$ cat config.mk
export PLATFORM = sky130hd
export DESIGN_NAME = div_run_ctrl_flat
export DESIGN_NICKNAME = d
export VERILOG_FILES = /design/src/rtl/div_run_pkg.sv /design/src/rtl/div_run_ctrl_if.sv /design/src/rtl/div_run_ctrl_watchdog.sv /design/src/rtl/div_run_ctrl.sv /design/src/flat_wrapper.sv
export SDC_FILE = /design/constraint.sdc
export NUM_CORES = 1
export LEC_CHECK = 0
export BUFFER_PORTS_ARGS = -buffer_cell sky130_fd_sc_hd__buf_2
export CAP_MARGIN = 20
export CORE_MARGIN = 10
export CORE_UTILIZATION = 58
export DETAILED_ROUTE_END_ITERATION = 7
export PLACE_DENSITY_LB_ADDON = 0.05
export SYNTH_ARGS = -nofsm -noshare
export SYNTH_HDL_FRONTEND = slang
export SYNTH_HIERARCHICAL = 1
export SYNTH_SLANG_ARGS = --single-unit
$ cat constraint.sdc
create_clock -name CLK -period 6.5 [get_ports CLK]
set_input_delay 0.975 -clock CLK [delete_from_list [all_inputs] [get_ports CLK]]
set_output_delay 0.975 -clock CLK [all_outputs]
set_load 0.03 [all_outputs]
$ cat src/rtl/div_run_pkg.sv
// Shared types and constants for the divide-job sequencer that drives the
// TopLevel processor's data memory and start/halt handshake.
package div_run_pkg;

  typedef enum logic [2:0] {
    S_IDLE,
    S_LOAD,
    S_RUN,
    S_READ,
    S_RESP
  } run_state_t;

  localparam logic [2:0] ADDR_DVD_HI = 3'd0;
  localparam logic [2:0] ADDR_DVD_LO = 3'd1;
  localparam logic [2:0] ADDR_DVS    = 3'd2;
  localparam logic [2:0] ADDR_Q0     = 3'd4;

  localparam logic [2:0] LOAD_LEN = 3'd6;
  localparam logic [2:0] READ_LEN = 3'd3;

  // Address 3 is skipped: the program keeps scratch state there.
  function automatic logic [2:0] loadAddr(input logic [2:0] step);
    case (step)
      3'd0:    return ADDR_DVD_HI;
      3'd1:    return ADDR_DVD_LO;
      3'd2:    return ADDR_DVS;
      default: return ADDR_Q0 + (step - 3'd3);
    endcase
  endfunction

endpackage

$ cat src/rtl/div_run_ctrl_if.sv
// Job request, data-memory, processor control and response signals of the
// divide-job sequencer; master is the sequencer, slave is its environment.
interface div_run_ctrl_if #(parameter int MEM_AW = 8);

  logic              req_valid;
  logic              req_ready;
  logic [15:0]       dividend;
  logic [7:0]        divisor;
  logic              mem_sel;
  logic              mem_we;
  logic [MEM_AW-1:0] mem_addr;
  logic [7:0]        mem_wdata;
  logic [7:0]        mem_rdata;
  logic              cpu_start;
  logic              cpu_halt;
  logic              rsp_valid;
  logic              rsp_ready;
  logic [23:0]       quotient;
  logic              err_div0;
  logic              err_timeout;

  modport master (
    input  req_valid, dividend, divisor, mem_rdata, cpu_halt, rsp_ready,
    output req_ready, mem_sel, mem_we, mem_addr, mem_wdata, cpu_start,
           rsp_valid, quotient, err_div0, err_timeout
  );

  modport slave (
    output req_valid, dividend, divisor, mem_rdata, cpu_halt, rsp_ready,
    input  req_ready, mem_sel, mem_we, mem_addr, mem_wdata, cpu_start,
           rsp_valid, quotient, err_div0, err_timeout
  );

endinterface

$ cat src/rtl/div_run_ctrl_watchdog.sv
// Saturating 16-bit run-cycle counter; expired marks the last allowed
// processor cycle before the job is abandoned.
module run_watchdog #(
  parameter int MAX_CYCLES = 4096
) (
  input  logic        CLK,
  input  logic        RESET_N,
  input  logic        i_clear,
  input  logic        i_enable,
  output logic [15:0] o_count,
  output logic        o_expired
);

  logic [15:0] r_count;

  always_ff @(posedge CLK or negedge RESET_N) begin
    if (!RESET_N) begin
      r_count <= '0;
    end else if (i_clear) begin
      r_count <= '0;
    end else if (i_enable && (r_count != 16'hFFFF)) begin
      r_count <= r_count + 16'd1;
    end
  end

  assign o_count   = r_count;
  assign o_expired = (r_count == 16'(MAX_CYCLES - 1));

endmodule

$ cat src/rtl/div_run_ctrl.sv
// Host-side sequencer: loads divide operands into processor memory, runs
// the program until halt (or watchdog expiry) and returns the quotient.
module div_run_ctrl
  import div_run_pkg::*;
#(
  parameter int MEM_AW     = 8,
  parameter int MAX_CYCLES = 4096
) (
  input  logic          CLK,
  input  logic          RESET_N,
  div_run_ctrl_if.master io_bus
);

  run_state_t  r_state;
  run_state_t  w_nextState;
  logic [2:0]  r_step;
  logic [15:0] r_dividend;
  logic [7:0]  r_divisor;
  logic [23:0] r_quotient;
  logic        r_errDiv0;
  logic        r_errTimeout;

  logic        w_reqReady;
  logic        w_memSel;
  logic        w_memWe;
  logic [2:0]  w_addr3;
  logic [7:0]  w_memWdata;
  logic        w_cpuStart;
  logic        w_rspValid;
  logic        w_wdClear;
  logic        w_wdEnable;
  logic        w_wdExpired;
  logic [15:0] w_wdCount;
  logic        w_haltSeen;

  run_watchdog #(.MAX_CYCLES(MAX_CYCLES)) u_watchdog (
    .CLK       (CLK),
    .RESET_N   (RESET_N),
    .i_clear   (w_wdClear),
    .i_enable  (w_wdEnable),
    .o_count   (w_wdCount),
    .o_expired (w_wdExpired)
  );

  // A halt still asserted from the previous job shows up in RUN cycle 0.
  assign w_haltSeen = io_bus.cpu_halt && (w_wdCount != 16'd0);

  always_ff @(posedge CLK or negedge RESET_N) begin
    if (!RESET_N) r_state <= S_IDLE;
    else          r_state <= w_nextState;
  end

  always_comb begin
    w_nextState = r_state;
    w_reqReady  = 1'b0;
    w_memSel    = 1'b0;
    w_memWe     = 1'b0;
    w_addr3     = '0;
    w_memWdata  = '0;
    w_cpuStart  = 1'b1;
    w_rspValid  = 1'b0;
    w_wdClear   = 1'b0;
    w_wdEnable  = 1'b0;
    unique case (r_state)
      S_IDLE: begin
        w_reqReady = 1'b1;
        if (io_bus.req_valid) w_nextState = (io_bus.divisor == 8'd0) ? S_RESP : S_LOAD;
      end
      S_LOAD: begin
        w_memSel = 1'b1;
        w_memWe  = 1'b1;
        w_addr3  = loadAddr(r_step);
        case (r_step)
          3'd0:    w_memWdata = r_dividend[15:8];
          3'd1:    w_memWdata = r_dividend[7:0];
          3'd2:    w_memWdata = r_divisor;
          default: w_memWdata = 8'd0;
        endcase
        if (r_step == LOAD_LEN - 3'd1) begin
          w_nextState = S_RUN;
          w_wdClear   = 1'b1;
        end
      end
      S_RUN: begin
        w_cpuStart = 1'b0;
        w_wdEnable = 1'b1;
        if (w_haltSeen)       w_nextState = S_READ;
        else if (w_wdExpired) w_nextState = S_RESP;
      end
      S_READ: begin
        w_memSel = 1'b1;
        w_addr3  = ADDR_Q0 + r_step;
        if (r_step == READ_LEN - 3'd1) w_nextState = S_RESP;
      end
      S_RESP: begin
        w_rspValid = 1'b1;
        if (io_bus.rsp_ready) w_nextState = S_IDLE;
      end
      default: w_nextState = S_IDLE;
    endcase
  end

  // Quotient bytes arrive most-significant first from addresses 4, 5, 6.
  always_ff @(posedge CLK or negedge RESET_N) begin
    if (!RESET_N) begin
      r_step       <= '0;
      r_dividend   <= '0;
      r_divisor    <= '0;
      r_quotient   <= '0;
      r_errDiv0    <= 1'b0;
      r_errTimeout <= 1'b0;
    end else begin
      case (r_state)
        S_IDLE: begin
          if (io_bus.req_valid) begin
            r_dividend   <= io_bus.dividend;
            r_divisor    <= io_bus.divisor;
            r_step       <= '0;
            r_errTimeout <= 1'b0;
            r_errDiv0    <= (io_bus.divisor == 8'd0);
            r_quotient   <= (io_bus.divisor == 8'd0) ? 24'hFFFFFF : 24'h000000;
          end
        end
        S_LOAD: r_step <= (r_step == LOAD_LEN - 3'd1) ? 3'd0 : r_step + 3'd1;
        S_RUN: begin
          if (!w_haltSeen && w_wdExpired) begin
            r_errTimeout <= 1'b1;
            r_quotient   <= '0;
          end
        end
        S_READ: begin
          case (r_step)
            3'd0:    r_quotient[23:16] <= io_bus.mem_rdata;
            3'd1:    r_quotient[15:8]  <= io_bus.mem_rdata;
            default: r_quotient[7:0]   <= io_bus.mem_rdata;
          endcase
          r_step <= (r_step == READ_LEN - 3'd1) ? 3'd0 : r_step + 3'd1;
        end
        default: ;
      endcase
    end
  end

  assign io_bus.req_ready   = w_reqReady;
  assign io_bus.mem_sel     = w_memSel;
  assign io_bus.mem_we      = w_memWe;
  assign io_bus.mem_addr    = MEM_AW'(w_addr3);
  assign io_bus.mem_wdata   = w_memWdata;
  assign io_bus.cpu_start   = w_cpuStart;
  assign io_bus.rsp_valid   = w_rspValid;
  assign io_bus.quotient    = r_quotient;
  assign io_bus.err_div0    = r_errDiv0;
  assign io_bus.err_timeout = r_errTimeout;

endmodule

$ cat src/flat_wrapper.sv
// flat-port wrapper written by rule: the top's interface ports become plain ports
module div_run_ctrl_flat import div_run_pkg::*;
#(
  parameter int MEM_AW     = 8,
  parameter int MAX_CYCLES = 4096
)
  (CLK, RESET_N, io_bus_req_valid, io_bus_dividend, io_bus_divisor, io_bus_mem_rdata, io_bus_cpu_halt, io_bus_rsp_ready, io_bus_req_ready, io_bus_mem_sel, io_bus_mem_we, io_bus_mem_addr, io_bus_mem_wdata, io_bus_cpu_start, io_bus_rsp_valid, io_bus_quotient, io_bus_err_div0, io_bus_err_timeout);
  div_run_ctrl_if #(.MEM_AW(MEM_AW)) io_bus_i ();
  input  logic CLK;
  input  logic RESET_N;
  input wire logic [$bits(io_bus_i.req_valid)-1:0] io_bus_req_valid;
  input wire logic [$bits(io_bus_i.dividend)-1:0] io_bus_dividend;
  input wire logic [$bits(io_bus_i.divisor)-1:0] io_bus_divisor;
  input wire logic [$bits(io_bus_i.mem_rdata)-1:0] io_bus_mem_rdata;
  input wire logic [$bits(io_bus_i.cpu_halt)-1:0] io_bus_cpu_halt;
  input wire logic [$bits(io_bus_i.rsp_ready)-1:0] io_bus_rsp_ready;
  output wire logic [$bits(io_bus_i.req_ready)-1:0] io_bus_req_ready;
  output wire logic [$bits(io_bus_i.mem_sel)-1:0] io_bus_mem_sel;
  output wire logic [$bits(io_bus_i.mem_we)-1:0] io_bus_mem_we;
  output wire logic [$bits(io_bus_i.mem_addr)-1:0] io_bus_mem_addr;
  output wire logic [$bits(io_bus_i.mem_wdata)-1:0] io_bus_mem_wdata;
  output wire logic [$bits(io_bus_i.cpu_start)-1:0] io_bus_cpu_start;
  output wire logic [$bits(io_bus_i.rsp_valid)-1:0] io_bus_rsp_valid;
  output wire logic [$bits(io_bus_i.quotient)-1:0] io_bus_quotient;
  output wire logic [$bits(io_bus_i.err_div0)-1:0] io_bus_err_div0;
  output wire logic [$bits(io_bus_i.err_timeout)-1:0] io_bus_err_timeout;
  assign io_bus_i.req_valid = io_bus_req_valid;
  assign io_bus_i.dividend = io_bus_dividend;
  assign io_bus_i.divisor = io_bus_divisor;
  assign io_bus_i.mem_rdata = io_bus_mem_rdata;
  assign io_bus_i.cpu_halt = io_bus_cpu_halt;
  assign io_bus_i.rsp_ready = io_bus_rsp_ready;
  assign io_bus_req_ready = io_bus_i.req_ready;
  assign io_bus_mem_sel = io_bus_i.mem_sel;
  assign io_bus_mem_we = io_bus_i.mem_we;
  assign io_bus_mem_addr = io_bus_i.mem_addr;
  assign io_bus_mem_wdata = io_bus_i.mem_wdata;
  assign io_bus_cpu_start = io_bus_i.cpu_start;
  assign io_bus_rsp_valid = io_bus_i.rsp_valid;
  assign io_bus_quotient = io_bus_i.quotient;
  assign io_bus_err_div0 = io_bus_i.err_div0;
  assign io_bus_err_timeout = io_bus_i.err_timeout;
  div_run_ctrl #(.MEM_AW(MEM_AW), .MAX_CYCLES(MAX_CYCLES)) u_core (.CLK(CLK), .RESET_N(RESET_N), .io_bus(io_bus_i));
endmodule
; Word-level counts from Yosys, hierarchy flattened
; Cells that the tools add are included.
[classes]
add_sub_neg = 5
reduce_logical = 21
eq_ne = 18
multipliers = 0
n_mux = 36
bitwise_logic = 0
magnitude_cmp = 0
n_div = 0
shifts = 0
[op_table]
columns = cell, count
row1 = $mux 24, 3
row2 = $pmux 24 s3, 1
row3 = $mux 16, 2
row4 = $mux 8, 4
row5 = $mux 3, 10
row6 = $pmux 8 s3, 1
row7 = $pmux 3 s3, 2
row8 = $add 16x1->16 const B, 1
row9 = $eq 16x12->1 const B, 1
row10 = $ne 16x16->1 const B, 1
row11 = $reduce_bool 16->1, 1
row12 = $pmux 3 s5, 1
row13 = $reduce_and 4->1, 3
row14 = $mux 1, 10
row15 = $ne 2x2->1 const B, 5
row16 = $eq 3x2->1 const B, 3
row17 = $logic_not 8->1, 1
row18 = $add 3x3->3 const A, 2
row19 = $eq 3x1->1 const B, 2
row20 = $eq 3x3->1 const B, 2
row21 = $logic_not 3->1, 2
row22 = $ne 2x1->1 const B, 3
row23 = $pmux 3 s2, 1
row24 = $reduce_bool 3->1, 2
row25 = 11 further kinds, 16
[word_totals]
latch_bits = 0
word_cells = 90
ram_bits = 0
in_bits = 37
memories = 0
romBits = 0
ff_bits = 72
out_inout_bits = 47

; Logic depth before layout (Yosys ltp)
; Gate-level depths: netlist of run 1.
[logic_depth]
ltp_word = 6
ltp_mapped = 9
ltp_nobuf = 7

; By module
; The synthesis of run 1 kept the hierarchy.
[modules_own_cells]
columns = mod, n_inst, area_per_inst_um2, seq_area_each_um2, cells_each
row1 = div_run_ctrl, 1, 2766.4, 1401.3, 284
row2 = run_watchdog, 1, 927.1, 400.4, 93

; Worst setup path before layout of run 1
; No wires, ideal clock.
[synth_timing]
path_kind = register -> output
from = register u_core.r_step[1]
to = output port io_bus_mem_wdata[0]
path_stages_with_launch = 7
path_buffers = 1
required_ps = 5525
slack_ps = 3753
t_arrival_ps = 1772
path_cell_list = dfrtp_1 -> inv_1 -> ha_1 -> nor3_1 -> or4_1 -> clkbuf_1 -> nor2_1
[synth_via]
elab_chain_cells = 3
word_cells_on_any_way = 5
classes_between = eq/ne: 2 / mux: 2 / reduce/logical: 1
[synth_lines]
columns = element, line
row1 = start: declaration, div_run_ctrl.sv:16  ; logic [2:0] r_step;
row2 = start signal: assignment, div_run_ctrl.sv:124  ; S_LOAD: r_step <= (r_step == LOAD_LEN - 3'd1) ? 3'd0 : r_step + 3'd1;
row3 = start signal: assignment, div_run_ctrl.sv:137  ; r_step <= (r_step == READ_LEN - 3'd1) ? 3'd0 : r_step + 3'd1;
row4 = "$eq 3x2->1, or another cell as far along", div_run_ctrl.sv:73  ; case (r_step)
row5 = $pmux 8 s3 (*), div_run_ctrl.sv:73
row6 = $mux 8 (*), div_run_ctrl.sv:64  ; unique case (r_state)
row7 = end: declaration, flat_wrapper.sv:21  ; output wire logic [$bits(io_bus_i.mem_wdata)-1:0] io_bus_mem_wdata;
; Mark *: on every way between the ends. The rest lies on a longest branch, timed or not.

; Final worst setup path of run 1
[layout_timing]
from = register u_core.r_step[1]
to = output port io_bus_mem_wdata[4]
; Same word-level chain as after synthesis.

==> results of run 1 <==
placed cells by master (no fill, tap or decap), types with 7 or more instances in the layout:
master    count
clkbuf_8      9
a21oi_1      17
buf_2        78
or3_1         7
mux2_2       25
o21ai_0      14
nor2_1       23
a21o_1        9
a222oi_1      8
nand2_1      92
inv_1         8
nor4_1        9
dfrtp_1      72
final cells by class:
| type | instances | area [um^2] | area share [%] |
|---|---|---|---|
| tap | 77 | 96.3 | 2.26 |
| clock inverter | 6 | 92.6 | 2.17 |
| sequential | 72 | 1800 | 42.2 |
| clock buffer | 10 | 128 | 2.99 |
| inverter | 9 | 33.8 | 0.792 |
| timing repair buffer | 79 | 398 | 9.33 |
| multi-input combinational | 276 | 1720 | 40.2 |
power by group:
| part | leakage (nW) | internal, mW | switching, mW | total (mW) |
|---|---|---|---|---|
| logic | 1.19 | 0.328 | 0.644 | 0.972 |
| clock network | 0.103 | 0.218 | 0.173 | 0.391 |
| registers | 0.954 | 0.607 | 0.121 | 0.727 |
| total | 2.25 | 1.15 | 0.938 | 2.09 |
stage by stage:
stage	setup WS, ns	cell area (um^2)	total power, mW
3_5_place_dp	3.43	4050	1.71
2_1_floorplan	3.75	3710	1.46
6_report	3.03	4270	2.09
5_1_grt	2.86	4270	2.23
4_1_cts	3.05	4270	2.11
3_3_place_gp	3.55	4050	1.69
flip-flops by register name (all words and copies together), names as in the netlist:
register                   cells
u_core/r_dividend             16
u_core/r_step                  3
u_core/r_divisor               8
u_core/io_bus.err_timeout      1
u_core/u_watchdog/o_count     16
u_core/r_state                 3
u_core/io_bus.quotient        24
u_core/io_bus.err_div0         1
logic make-up (layout without fill, tap and decap cells):
group | after synthesis | in the layout | share of synthesized area, %
DFF | 72 | 72 | 48.8
buffers and inverters | 33 | 104 | 5.18
adders and majority gates | 5 | 5 | 1.69
and+or+nand+nor | 169 | 169 | 22.5
xor gates and xnor gates | 2 | 2 | 0.474
other | 1 | 5 | 0.102
muxes | 27 | 27 | 8.16
AOI/OAI and AO/OA | 68 | 68 | 13.1
critical path: stages, from the launching register on:
cell	delay, ns
dfrtp_1	0.41
inv_1	0.11
ha_1	0.49
nor3_1	0.14
or4_1	0.61
nor2_1	0.18
buf_2	0.21
routing by layer:
metal,wire (um),vias to the layer above,global-route usage (%),part of all wire [%]
li1,-,1469,-,-
met3,613,9,5.22,6.8
met4,100,0,6.17,1.1
met5,0,-,0,0
met1,4040,1468,23.7,45
met2,4220,99,27.2,47
how the worst min path moves through the flow:
stage	from	endpoint	slack [ns]	depth (start not counted)
finish	u_core/io_bus.err_div0	u_core/io_bus.err_div0	0.48	2
global route	u_core/r_divisor[4]	u_core/r_divisor[4]	0.51	2
CTS	u_core/r_dividend[6]	u_core/r_dividend[6]	0.48	2
detailed placement	u_core/r_dividend[6]	u_core/r_dividend[6]	0.46	2
global placement	u_core/io_bus.err_div0	u_core/io_bus.err_div0	0.46	2
floorplan	u_core/r_dividend[0]	u_core/r_dividend[0]	0.45	2
cells in the mapped netlist (all sizes together) (4+ instances only):
cell	number	area, um^2
o31ai	4	30.0
or4	5	37.5
a21o	9	67.6
nand2	92	345
nand3	4	50.0
nor4	9	56.3
inv	9	33.8
mux2	25	282
dfrtp	72	1800
or3	9	62.6
o21ai	16	83.8
ha	5	62.6
a21oi	17	85.1
nor3	4	20.0
nand4	7	65.1
clkbuf	11	51.3
buf	12	96.3
and3	4	25.0
a222oi	8	80.1
nor2	24	92.6
==> summary.md, run 1 <==
| Metric | Value |
|---|---|
| Status | finished, final reports clean |
| Part of the cycle the worst path needs | a little over half |
| Hold Buf Count CTS | 0 |
| Filler Cell Count | ~520 |
| RSZ-0062 raised after global routing | false |
| Vias in the first global route | ~3000 |
| Synth Flop Type | dfrtp_1 |
| # setup viols final | 0 |
| P&R area growth vs syn | 15.5% |
| Slew Viols, Final | 0 |
| Leak Pwr | about 2.3 nW |
| Max Freq | around 0.29 GHz |
| Row Count | 29 |
| Ys async rst share | between 90% and 100% |
| Die area | 0.00996 mm^2 |
| Congestion Overflow GR | 0 |
| Core ar. | between 0.006 and 0.007 mm^2 |
| Critical path class | flip-flop to output pin |
| Remaining DRCs | 0 |
| Worst Hold Class | flip-flop to flip-flop |
| Yosys cell types | 52 |
| Setup_tns | 0 ns |
| Ant diodes | 0 |
| CTS tree | done |
| Max clock buf depth | 2 |
| Worst setup endpoint | io_bus_mem_wdata[4] |
| Postcts setup bufs | 0 |
| Mapped Area | around 0.0037 mm^2 |
| Cts repair resizes | 0 |
| Avg Synthesized Cell Area | just under 10 um^2 |
| I/O Buffers | 78 |
| CTS buffer count | 9 |
| First-pass DRT Iterations | 6 |
| Drt wl/cell | between 15 and 20 um |
| Clk_skew | between 0.01 and 0.015 ns |
| Cells after Synth | 377 |
| Reg clk slew, reported paths | around 0.080 ns |
| Vias per cell | ~5.8 |
| Dpl hpwl | 6400 um |
| Core Util, Final | between 60% and 70% |
| Initial antenna violation count | 0 |
| Register area share after synthesis | between 40% and 50% |
| EDFF count, synth | 0 |
| Crit path from | u_core/r_step[1] |
| All-layer global routing usage | between 10% and 20% |
| Share of layout cells above drive strength 1 | between 20 and 30% |
| Final antenna-violating net count | 0 |
| Worst-margin pin slew | about 0.94 ns |
| Crit path max fanout | 15 |
| Reg-to-reg endpoint | u_core/io_bus.quotient[5] |
| Final non-filler cell total | approximately 530 |
| Crit end category | output pin |
| H-tree depth | 3 |
| Worst skew pair latency | 0.34 ns |
| Synth Register Bits | around 70 |
| Slew margin rel. | roughly 37% |
| Root Driver | clkbuf_8 |
| Max cap viols | 0 |
| Worst r2r src | u_core/u_watchdog/o_count[14] |
| Clk sinks | 72 |
| R2r worst-path depth | 6 |
| Total Nets Final | around 500 |
| Hold Violations, Final | 0 |
| Worst path required time | 5.52 ns |
| Vias | a little over 3000 |
| Routability cong. | around 0.82 |
| Yosys warnings | 6 |
| Initial Utilization | between 50% and 60% |
| Initial DRC Count | 210 |
| Maximum vdd drop | ~0.28 mV |
| DIE HEIGHT | between 90 and 100 um |
| Pwr/cell area | between 400 and 500 mW/mm^2 |
| Die X | ~100 um |
| WHS | 0.477 ns |
| Ports | between 80 and 90 |
| R2R setup slack | 3.61 ns |
| Crit path DAT | roughly 2.5 ns |
| Final wirelength | ~9000 um |
| First-pass GRT wire length | 14800 um |
| Startpoint Class | flip-flop |
| Placed cell count | 513 |
| Min Tclk post-route | 3.47 ns |
| Largest net degree at the start of global routing | 73 |
Note: power is estimated with default switching activity, not from simulation.
==> run 2: changes to the inputs <==
ABC_AREA = 1   (was default)
CORE_UTILIZATION = 50   (was 58)
clock period = 3.1 ns   (was 6.5 ns; I/O delays follow)
==> run 2 against run 1 <==
  * Global-route usage is 0.71 points lower
  * Routed wire length is 12% higher
  * Non-clock buffer count stayed put
  * Sequential share of layout area is 4.1 points lower
  * Sequential cell count stayed put
  * Total power is 120% higher
  * Worst setup slack worse by 2.6 ns
  * Critical endpoint is now io_bus_mem_addr[1]
  * Largest power group unchanged
  * Highest routed layer unchanged
==> summary.md, run 2 <==
| Metric | Value |
|---|---|
| Synth Register Bits | 72 (unchanged) |
| Leak Pwr | 2.70 nW (was 2.25 nW) |
| Register area share after synthesis | 44.3% (was 48.8%) |
| Worst Hold Class | input pin to async pin (was flip-flop to flip-flop) |
| Pwr/cell area | 993 mW/mm^2 (was 490 mW/mm^2) |
| Yosys top cell by area | dfrtp_1 (unchanged) |
| Drt wl/cell | 14.0 um (was 17.0 um) |
| Postcts setup bufs | 0 (unchanged) |
| Crit path max fanout | 11 (was 15) |
| Share of layout cells above drive strength 1 | 22.6% (was 29.4%) |
| Core ar. | 0.00781 mm^2 (was 0.00628 mm^2) |
| Worst-path cell chain | inv_1 > ha_1 > inv_1 > nor2_2 > nor2_4 > a21oi_1 > o22ai_1 > buf_2 (was inv_1 > ha_1 > nor3_1 > or4_1 > nor2_1 > buf_2) |
| WHS | 0.187 ns (was 0.477 ns) |
| RSZ-0062 raised after global routing | false (unchanged) |
| Filler Cell Count | 724 (was 522) |
| EDFF count, synth | 0 (unchanged) |
| P&R area growth vs syn | 16.0% (was 15.5%) |
| Status | finished, final reports clean (unchanged) |
| First-pass GRT wire length | 16800 um (was 14800 um) |
| Vias per cell | 4.99 (was 5.76) |
| Slew margin rel. | 47.9% (was 37.4%) |
| Largest net degree at the start of global routing | 40 (was 73) |
| Ys async rst share | 100% (unchanged) |
| Most used cell, CP | inv_1 |
| Yosys warnings | 6 (unchanged) |
| Vias | 3585 (was 3045) |
| Critical path class | flip-flop to output pin (unchanged) |
| Final antenna-violating net count | 0 (unchanged) |
| Slowest stage delay, CP | 0.48 ns (was 0.61 ns) |
| All-layer global routing usage | 17.1% (was 17.8%) |
| Max cap viols | 0 (unchanged) |
| CTS tree | done (unchanged) |
| Worst setup margin | 0.444 ns (was 3.03 ns) |
| I/O Buffers | 78 (unchanged) |
| Max clock buf depth | 2 (unchanged) |
| Max reg flops | 24 (unchanged) |
| Crit path max-delay family | simple AND/OR/NAND/NOR gates (unchanged) |
| Reg clk slew, reported paths | 0.09 ns (was 0.08 ns) |
| Avg Synthesized Cell Area | 7.62 um^2 (was 9.80 um^2) |
| Crit end category | output pin (unchanged) |
| Yosys cell types | 36 (was 52) |
| Clk_skew | 0.0134 ns (was 0.0131 ns) |
| CP Buf/Inv Count | 3 (was 2) |
| Dpl ws | 0.838 ns (was 3.43 ns) |
| Synth top area share | 44.3% (was 48.8%) |
| Synth Flop Type | dfrtp_1 (unchanged) |
| Setup_tns | 0 ns (unchanged) |
| Slew Viols, Final | 0 (unchanged) |
| Most numerous cell in the Yosys netlist | nand2_1 (unchanged) |
| Post-Layout Inst Area | 0.00472 mm^2 (was 0.00427 mm^2) |
| Row Count | 32 (was 29) |
| Initial antenna violation count | 0 (unchanged) |
| CTS buffer count | 9 (unchanged) |
| Cells after Synth | 534 (was 377) |
| Startpoint Class | flip-flop (unchanged) |
| Initial DRC Count | 146 (was 210) |
| Commonest non-fill, non-tap cells in the layout | nand2_1 (234), buf_2 (78), dfrtp_1 (72) (was nand2_1 (92), buf_2 (78), dfrtp_1 (72)) |
| Most frequent cells after synthesis | nand2_1 (234), dfrtp_1 (72), inv_1 (36) (was nand2_1 (92), dfrtp_1 (72), mux2_2 (25)) |
| Ant diodes | 0 (unchanged) |
| Worst-margin pin slew | 0.782 ns (was 0.939 ns) |
| Placed inst area | 0.00449 mm^2 (was 0.00405 mm^2) |
| Hold Violations, Final | 0 (unchanged) |
| Synth top area cells | dfrtp_1 (44%), nand2_1 (22%), nand4_1 (5.4%), inv_1 (3.3%), nand3_1 (3.3%) (was dfrtp_1 (49%), nand2_1 (9.3%), mux2_2 (7.6%), nor2_1 (2.3%), a21oi_1 (2.3%)) |
| Commonest non-fill, non-tap cell in the layout | nand2_1 (unchanged) |
| Multi-input logic area | 0.00197 mm^2 (was 0.00172 mm^2) |
| Total Nets Final | 653 (was 489) |
| Vias in the first global route | 3447 (was 3044) |
| Clk sinks | 72 (unchanged) |
| Min Tclk post-route | 2.66 ns |
| Dpl hpwl | 7620 um (was 6400 um) |
| Die area | 0.0121 mm^2 (was 0.00996 mm^2) |
| Remaining DRCs | 0 (unchanged) |
| Initial Utilization | 52.1% (was 58.8%) |
| # setup viols final | 0 (unchanged) |
| Root Driver | clkbuf_8 (unchanged) |
| Slowest CP cell | nor2_2 (was or4_1) |
| Crit path DAT | 2.19 ns (was 2.50 ns) |
| Die X | 110 um (was 99.8 um) |
| DIE HEIGHT | 110 um (was 99.8 um) |
| Max Freq | around 0.38 GHz |
| Maximum vdd drop | 0.482 mV (was 0.277 mV) |
| Ports | 84 (unchanged) |
| Cts repair resizes | 0 (unchanged) |
| H-tree depth | 3 (unchanged) |
| First-pass DRT Iterations | 4 (was 6) |
| Final wirelength | 10100 um (was 8980 um) |
| Mapped Area | 0.00407 mm^2 (was 0.00369 mm^2) |
| Routability cong. | 0.846 (was 0.824) |
| Worst path required time | 2.63 ns (was 5.52 ns) |
| Part of the cycle the worst path needs | between 80% and 90% |
| Worst skew pair latency | 0.35 ns (was 0.34 ns) |
| Congestion Overflow GR | 0 (unchanged) |
| FF/Latch Area | 0.00180 mm^2 (unchanged) |
| Hold Buf Count CTS | 0 (unchanged) |
-- run 2: cell types whose count changed after synthesis, moves of 9 or more --
cell,before,now
mux2_2,25,0
a21o_1,9,0
a21oi_1,17,3
clkbuf_1,10,0
nand3_1,1,27
nand2_1,92,234
inv_1,8,36
nand4_1,5,35
-- run 2: cells by family (layout without fill, tap and decap cells) --
family                   count (synthesis)  in the layout  synth area share [%]
XOR/XNOR                                 6              6                  1.29
AND/OR/NAND/NOR                        357            357                  40.8
AO/OA/AOI/OAI                           28             28                  4.24
other                                    1              5                0.0921
flip-flops                              72             72                  44.3
adder cells (fa/ha/maj)                  5              5                  1.54
buffers and inverters                   65            143                  7.78
-- run 2: worst reg2reg max path, delay by kind of cell, from the launching register on --
| kind | cells | cell delay, ns |
|---|---|---|
| fa+ha+maj | 1 | 0.22 |
| flops | 1 | 0.41 |
| simple gates | 9 | 1.48 |
-- run 2: path summary, 6_finish.rpt --
check / from / to / cells after the start / slack [ns]
setup / recovery: u_core/r_step[1] / io_bus_mem_addr[1] / 8 / 0.44
hold / removal: RESET_N / u_core/io_bus.quotient[9] / 1 / 0.19
setup reg to reg: u_core/u_watchdog/o_count[1] / u_core/io_bus.quotient[11] / 10 / 0.88
hold reg to reg: u_core/io_bus.quotient[1] / u_core/io_bus.quotient[1] / 2 / 0.47
max in group asynchronous: RESET_N / u_core/u_watchdog/o_count[2] / 2 / 2.23
min in group CLK: io_bus_dividend[15] / u_core/r_dividend[15] / 3 / 0.30
-- run 2: final cells by class --
class | instances | share of cell area [%]
inverter | 48 | 3.97
sequential | 72 | 38.1
tap | 102 | 2.70
multi-input combinational | 401 | 41.6
clock inverter | 6 | 1.93
timing repair buffer | 79 | 8.69
clock buffer | 10 | 2.91
-- run 2: where the power goes --
group	switching (mW)	internal (mW)	total, mW
combinational	1.66	0.653	2.32
clock	0.372	0.480	0.852
sequential	0.239	1.28	1.52
total	2.28	2.41	4.69
-- run 2: per-stage QoR --
step                      std cells  util, %  power, mW
after floorplan                 538        -       3.30
after global placement          702     57.6       3.81
after detailed placement        702     57.6       3.86
after CTS                       718     60.5       4.72
after global routing            718     60.5       5.05
final                           718     60.5       4.69
-- run 2: layer usage --
layer / global-route usage [%] / part of all wire, %
met1: 23.5 / 47
met2: 26.9 / 46
met3: 4.12 / 5.9
met4: 3.85 / 1.0
met5: 0 / 0
